<file path="config.mk">
export PLATFORM = sky130hd
export DESIGN_NAME = dcache_writeback_unit
export DESIGN_NICKNAME = d
export VERILOG_FILES = /design/src/rtl/dcache_wb_pkg.sv /design/src/rtl/wb_skid_buffer.sv /design/src/rtl/dcache_writeback_unit.sv
export SDC_FILE = /design/constraint.sdc
export NUM_CORES = 1
export LEC_CHECK = 0
export CAP_MARGIN = 20
export CORE_ASPECT_RATIO = 0.8
export CORE_MARGIN = 1
export CORE_UTILIZATION = 30
export CTS_CLUSTER_DIAMETER = 30
export CTS_CLUSTER_SIZE = 16
export DETAILED_ROUTE_END_ITERATION = 12
export GPL_TIMING_DRIVEN = 0
export PLACE_DENSITY = 0.6
export REMOVE_ABC_BUFFERS = 1
export SLEW_MARGIN = 20
export SYNTH_ARGS = -nofsm -noshare
export SYNTH_HDL_FRONTEND = slang
export SYNTH_HIERARCHICAL = 1
export SYNTH_SLANG_ARGS = --single-unit
</file>
<file path="constraint.sdc">
create_clock -name clock -period 3.96 [get_ports clock]
set_input_delay 0.396 -clock clock [delete_from_list [all_inputs] [get_ports clock]]
set_output_delay 0.396 -clock clock [all_outputs]
set_load 0.03 [all_outputs]
</file>
<file path="src/rtl/dcache_wb_pkg.sv">
// Shared types and geometry for the L1 D-cache writeback path.
// Values track the L1 cache parameter package (64 sets, 8 ways, 64-byte blocks).
package dcache_wb_pkg;
    localparam int PADDR_BITS     = 32;
    localparam int IDX_BITS       = 6;
    localparam int BLOCK_OFF_BITS = 6;
    localparam int TAG_BITS       = PADDR_BITS - 12;
    localparam int N_WAYS         = 8;
    localparam int WAY_BITS       = $clog2(N_WAYS);
    localparam int ROW_BITS       = 128;
    localparam int REFILL_CYCLES  = 4;
    localparam int BEAT_BITS      = 2;

    localparam logic [BEAT_BITS-1:0] LAST_BEAT = BEAT_BITS'(REFILL_CYCLES - 1);

    typedef struct packed {
        logic [TAG_BITS-1:0] tag;
        logic [IDX_BITS-1:0] idx;
        logic [WAY_BITS-1:0] way;
    } wb_req_t;

    typedef enum logic [1:0] {
        ST_IDLE,
        ST_READ,
        ST_DRAIN
    } wb_state_e;
endpackage

</file>
<file path="src/rtl/wb_skid_buffer.sv">
// Two-entry row FIFO between the data array read port and the release channel.
// The head is driven straight from registers, so data_resp never reaches rel_data combinationally.
module wb_skid_buffer
    import dcache_wb_pkg::*;
(
    input  logic                clock,
    input  logic                reset_n,
    input  logic                push,
    input  logic [ROW_BITS-1:0] push_data,
    input  logic                pop,
    output logic [ROW_BITS-1:0] head_data,
    output logic [1:0]          occupancy
);
    logic       head_reg;
    logic       tail_reg;
    logic [1:0] count_reg;

    generate
        for (genvar gi = 0; gi < 2; gi++) begin : g_entry
            logic [ROW_BITS-1:0] data_reg;
            always_ff @(posedge clock or negedge reset_n) begin
                if (!reset_n)
                    data_reg <= '0;
                else if (push && (tail_reg == 1'(gi)))
                    data_reg <= push_data;
            end
        end
    endgenerate

    always_ff @(posedge clock or negedge reset_n) begin
        if (!reset_n) begin
            head_reg  <= 1'b0;
            tail_reg  <= 1'b0;
            count_reg <= 2'd0;
        end else begin
            head_reg  <= head_reg ^ pop;
            tail_reg  <= tail_reg ^ push;
            count_reg <= count_reg + {1'b0, push} - {1'b0, pop};
        end
    end

    assign head_data = head_reg ? g_entry[1].data_reg : g_entry[0].data_reg;
    assign occupancy = count_reg;
endmodule

</file>
<file path="src/rtl/dcache_writeback_unit.sv">
// Evicts one D-cache block: reads it row by row from the data array and streams
// the rows as an in-order release burst through a two-entry skid buffer.
module dcache_writeback_unit
    import dcache_wb_pkg::*;
(
    input  logic                          clock,
    input  logic                          reset_n,
    input  logic                          req_valid,
    output logic                          req_ready,
    input  logic [TAG_BITS-1:0]           req_tag,
    input  logic [IDX_BITS-1:0]           req_idx,
    input  logic [WAY_BITS-1:0]           req_way,
    output logic                          data_req_valid,
    input  logic                          data_req_ready,
    output logic [IDX_BITS+BEAT_BITS-1:0] data_req_addr,
    output logic [N_WAYS-1:0]             data_req_way_en,
    input  logic [ROW_BITS-1:0]           data_resp,
    output logic                          rel_valid,
    input  logic                          rel_ready,
    output logic [PADDR_BITS-1:0]         rel_addr,
    output logic [BEAT_BITS-1:0]          rel_beat,
    output logic [ROW_BITS-1:0]           rel_data,
    output logic                          rel_last,
    output logic                          busy,
    output logic [IDX_BITS-1:0]           busy_idx,
    output logic                          wb_done
);
    wb_state_e             state_reg;
    wb_req_t               req_reg;
    logic [N_WAYS-1:0]     way_en_reg;
    logic [N_WAYS-1:0]     way_en_next;
    logic [BEAT_BITS-1:0]  rd_beat_reg;
    logic [BEAT_BITS-1:0]  tx_beat_reg;
    logic                  inflight_reg;
    logic                  wb_done_reg;
    logic [1:0]            occupancy;
    logic [2:0]            credit_used;
    logic                  req_fire;
    logic                  data_fire;
    logic                  rel_fire;

    generate
        for (genvar gi = 0; gi < N_WAYS; gi++) begin : g_way_en
            assign way_en_next[gi] = (req_way == WAY_BITS'(gi));
        end
    endgenerate

    assign req_fire  = req_valid && req_ready;
    assign rel_fire  = rel_valid && rel_ready;
    assign data_fire = data_req_valid && data_req_ready;

    // A pop this cycle frees a slot in time for the response of a read issued now,
    // which is what lets the burst run at one beat per cycle with only two entries.
    assign credit_used    = 3'(occupancy) + 3'(inflight_reg) - 3'(rel_fire);
    assign data_req_valid = (state_reg == ST_READ) && (credit_used < 3'd2);

    always_ff @(posedge clock or negedge reset_n) begin
        if (!reset_n) begin
            state_reg    <= ST_IDLE;
            req_reg      <= '0;
            way_en_reg   <= '0;
            rd_beat_reg  <= '0;
            tx_beat_reg  <= '0;
            inflight_reg <= 1'b0;
            wb_done_reg  <= 1'b0;
        end else begin
            wb_done_reg  <= 1'b0;
            inflight_reg <= data_fire;
            if (rel_fire)
                tx_beat_reg <= tx_beat_reg + 1'b1;
            case (state_reg)
                ST_IDLE: begin
                    if (req_fire) begin
                        req_reg     <= '{tag: req_tag, idx: req_idx, way: req_way};
                        way_en_reg  <= way_en_next;
                        rd_beat_reg <= '0;
                        tx_beat_reg <= '0;
                        state_reg   <= ST_READ;
                    end
                end
                ST_READ: begin
                    if (data_fire) begin
                        rd_beat_reg <= rd_beat_reg + 1'b1;
                        if (rd_beat_reg == LAST_BEAT)
                            state_reg <= ST_DRAIN;
                    end
                end
                ST_DRAIN: begin
                    if (rel_fire && (tx_beat_reg == LAST_BEAT)) begin
                        state_reg   <= ST_IDLE;
                        wb_done_reg <= 1'b1;
                    end
                end
                default: state_reg <= ST_IDLE;
            endcase
        end
    end

    wb_skid_buffer u_skid (
        .clock     (clock),
        .reset_n   (reset_n),
        .push      (inflight_reg),
        .push_data (data_resp),
        .pop       (rel_fire),
        .head_data (rel_data),
        .occupancy (occupancy)
    );

    assign req_ready       = (state_reg == ST_IDLE);
    assign busy            = (state_reg != ST_IDLE);
    assign busy_idx        = busy ? req_reg.idx : '0;
    assign wb_done         = wb_done_reg;
    assign data_req_addr   = {req_reg.idx, rd_beat_reg};
    assign data_req_way_en = way_en_reg;
    assign rel_valid       = (occupancy != 2'd0);
    assign rel_addr        = {req_reg.tag, req_reg.idx, {BLOCK_OFF_BITS{1'b0}}};
    assign rel_beat        = tx_beat_reg;
    assign rel_last        = (tx_beat_reg == LAST_BEAT);
endmodule
</file>
-- After elaboration in Yosys (flattened, before gate mapping)
Cells that the tools add are included.
- add/subtract/negate cells: 6
- $lt $le $gt $ge: 1
- equality and inequality tests: 15
- mux-type cells: 15
- bitwise logic cells: 3
- reductions and logical operators: 15
- operators by type and width (operator ; count):
    2-to-1 mux 128 bit ; 1
    2-to-1 mux 2 bit ; 9
    equality test 3 bit, second input constant ; 4
    logical AND 1 bit ; 7
    equality test 2 bit, second input constant ; 3
    equality test 3 x 2 -> 1 bit, second input constant ; 2
    2-to-1 mux 6 bit ; 1
    one-hot mux 2 bit (3 select lines) ; 1
    nonzero test 2 bit ; 3
    adder 2 x 1 -> 2 bit, second input constant ; 2
    inequality test 2 x 1 -> 1 bit, second input constant ; 2
    inequality test 2 bit, second input constant ; 2
    one-hot mux 2 bit (2 select lines) ; 1
    AND reduction 4 bit ; 1
    adder 2 x 1 -> 3 bit ; 1
    equality test 3 x 1 -> 1 bit, second input constant ; 1
    logical NOT 3 bit ; 1
    < comparator 3 x 2 -> 1 bit, second input constant ; 1
    AND reduction 3 bit ; 1
    subtractor 3 x 1 -> 3 bit ; 1
    adder 2 x 1 -> 2 bit ; 1
    equality test 2 x 1 -> 1 bit, second input constant ; 1
    logical NOT 2 bit ; 1
    2-to-1 mux 1 bit ; 2
    other kinds (4) ; 5
- bits in registers: 302
- input bits: 162
- output and inout bits: 190

-- Depth between registers and ports, before layout
- word-level depth: 8
- depth in mapped cells: 7

-- Cells and area by module
Netlist, hierarchy kept.
- by module, submodules not included (module ; times used ; cells an instance ; area an instance (um^2)):
    wb_skid_buffer ; 1 ; 696 ; 11387.2
    dcache_writeback_unit ; 1 ; 151 ; 1984.4

-- Worst setup path after synthesis
No wires, ideal clock.
- path kind: register to output
- from: reg u_skid.count_reg[1] (netlist: u_skid/occupancy[1])
- to: out data_req_valid
- arrival: 2162 ps
- data required time: 3564 ps
- slack: 1402 ps
- cell stages (with the launch flop): 7
- cell sequence: dfrtp_1 o21ai_0 nor2_1 o21ai_0 fa_1 xor2_1 nor3_1
- longest elaborated chain between the ends: 5
- RTL lines (item ; RTL line ; RTL):
    start, declared ; wb_skid_buffer.sv:16 ; logic [1:0] count_reg;
    start signal, assigned ; wb_skid_buffer.sv:38 ; count_reg <= count_reg + {1'b0, push} - {1'b0, pop};
    parallel branches: the longest is 2 deep, another holds adder 2 x 1 -> 3 bit ; n/a ;
    subtractor 3 x 1 -> 3 bit * ; dcache_writeback_unit.sv:54 ; assign credit_used = 3'(occupancy) + 3'(inflight_reg) - 3'(rel_fire);
    < comparator 3 x 2 -> 1 bit * ; dcache_writeback_unit.sv:55 ; assign data_req_valid = (state_reg == ST_READ) && (credit_used < 3'd2);
    logical AND 1 bit * ; dcache_writeback_unit.sv:55 ;
    end, declared ; dcache_writeback_unit.sv:13 ; output logic data_req_valid,
Every way passes the cells marked *.

-- Final worst setup path
Same ends and word-level chain as after synthesis.

==> reports/metrics.yaml <==
grt_pass1_wl_mm: 51.3
pre_cts_ws_ns: 0.621
cp.required_ns: 3.56
ctsHoldBuffers: 1
start_util_pct: 30.7
drtIter0Drc: 218
synth_top_area_cell: "dfrtp_1"
core_area_um2: 43600
die_area_um2: 45400
overflow: 0
tightest_slew_ns: 0.730
power_mw: 21.7
fmax_mhz: 285
die_h_um: 191
maxCapViolCount: 0
start_kind: "flop"
path_max_fanout: 5
path_clk_slew_ns: 0.05
grt_pass1_vias: 9457
rsz0062_at_grt: "no"
cts_setup_buffers: 0
path_class: "flop to output port"
setup_viol: 0
die_width_um: 238
gp_congestion: 0.710
synth-seq-cells: 302
crit_arrival_ns: 3.12
min_period_ns: 3.51
layout_common_cells: "mux2_2 (389), clkdlybuf4s50_1 (344), dfrtp_1 (301), clkbuf_16 (78), mux2_4 (21)"
port_buffers: 345
end_kind: "output port"
syn2layout_area_growth_pct: 49.2
hold_violations: 0
seq_area_frac_synth_pct: 56.5
fin_setup_tns_ns: 0
cts_sinks: 302
netlist_area_um2: 13400
grt_use_total_pct: 14.4
routed_wirelength_mm: 31.7
nets: 1393
place_hpwl_mm: 20.6
setup_ws_ns: 0.446
yosys_warnings: 6
grt_antenna_before_repair: 0
io_pins: 352
drv_slew: 0
max_stage_delay_ns: 0.74
cts_buffers: 76
post-route-cell-area_um2: 20000
clock-root-buffer: "clkbuf_16"
cts_tree: "yes"
viasPerCell: 4.41
cts_resized: 0
vias: 8289
drcViolationCount: 0
placed_area_um2: 17300
post_drt_wl_per_cell_um: 16.9
ir_worst_vdd_v: 0.000611
crit_slowest_cell: "clkdlybuf4s50_1"
diodes: 0
drtAntennaViolNets: 0
crit_chain: "o21ai_0 > nor2_1 > o21ai_0 > fa_1 > xor2_1 > nor3_1 > clkdlybuf4s50_1"
ys_top_cells_by_area: "dfrtp_1 (57%), mux2_2 (33%), buf_6 (3.5%)"
rows: 68
largest_reg_flops: 256
slew_headroom_pct: 51.4
status: "complete, no violations"
layout_commonest_cell: "mux2_2"
clock_skew_ns: 0.0222
htree_levels: 3
synth.distinct_cells: 33
crit_top_cell: "o21ai_0"
finalCoreUtilization_pct: 45.8
netlist.area_leader.share_pct: 56.5
syn_inst: 847
clk_latency_ns: 0.58
min_period_over_period_pct: 88.7
p_per_area_nw_per_um2: 1090
cts_buffer_depth: 3
hold_class: "input pin to async pin"
grt_max_degree: 96
leakage_nw: 8.41
firstDrtPassIters: 4
drive_above_1_share_pct: 43.3
avgSynthCellArea_um2: 15.8
[power breakdown]
group          internal, mW  switching (mW)  total (mW)
logic                  4.95            4.81        9.75
clock network          4.51            1.89        6.40
registers              4.67           0.865        5.54
total                  14.1            7.56        21.7
[synthesized netlist by cell type]
library cell / number
xor2_1: 2
nand2_1: 10
xnor2_1: 1
xor3_1: 1
a32o_1: 1
o41ai_2: 1
o311ai_0: 2
dfrtp_1: 302
a22oi_1: 1
nand2b_1: 1
mux2i_1: 1
buf_1: 1
nor3_1: 2
buf_2: 2
o211ai_1: 2
nor2_1: 2
buf_6: 42
inv_1: 11
buf_8: 2
a21oi_1: 2
mux2_2: 389
ha_1: 6
mux2_4: 21
nor2b_1: 7
nor3b_1: 1
or3b_1: 1
o41ai_1: 3
o21ai_0: 6
buf_4: 14
conb_1: 1
fa_1: 1
nand3_1: 6
or2_2: 2
[worst max-delay path: cells and delay by family (launching register included)]
family	cells	cell delay [ns]
compound gates	2	0.33
flops	1	0.47
simple gates	2	0.40
xor+xnor	1	0.20
fa+ha+maj	1	0.40
buf+inv	1	0.74
[cell type report]
type / instances / area, um2
Clock buffer: 101 / 2180
Clock inverter: 37 / 518
Fill cell: 3878 / 23600
Inverter: 11 / 41.3
Multi-Input combinational cell: 478 / 5200
Sequential cell: 302 / 7560
Tap cell: 595 / 744
Timing Repair Buffer: 355 / 3720
[final timing paths]
| kind | start | endpoint | slack (ns) | cells after the start |
|---|---|---|---|---|
| max in group asynchronous | reset_n | u_skid/g_entry[0].data_reg[37] | 2.41 | 4 |
| worst min register to register | data_req_way_en[0] | data_req_way_en[0] | 0.48 | 2 |
| worst max-delay path | u_skid/occupancy[1] | data_req_valid | 0.45 | 7 |
| min in group clock | req_valid | rel_beat[0] | 0.41 | 2 |
| worst max register to register | u_skid/occupancy[1] | rd_beat_reg[1] | 1.62 | 7 |
| worst min-delay path | reset_n | rel_addr[24] | 0.31 | 2 |
[through the flow]
step	cells	hold WS (ns)
2_1_floorplan	791	0.100
3_3_place_gp	1731	0.462
3_5_place_dp	1740	0.369
4_1_cts	1879	0.303
5_1_grt	1879	0.316
6_report	1879	0.309
[cells by family (layout without fill, tap and decap cells)]
logic type,Yosys count,in the layout,share of synthesized area [%]
compound gates,18,18,0.992
simple gates,32,32,1.23
flops,302,302,56.5
mux,411,411,35.2
other cells,1,6,0.0280
buf+inv,72,504,4.96
fa+ha+maj,7,7,0.711
xor+xnor,4,4,0.374
[routing by layer]
metal / wire (um) / GRT usage (%)
met1: 13800 / 17.4
met2: 14600 / 22.2
met3: 2760 / 6.88
met4: 635 / 5.47
met5: 0 / 0
No activity file was read; power rests on OpenSTA's default activity.
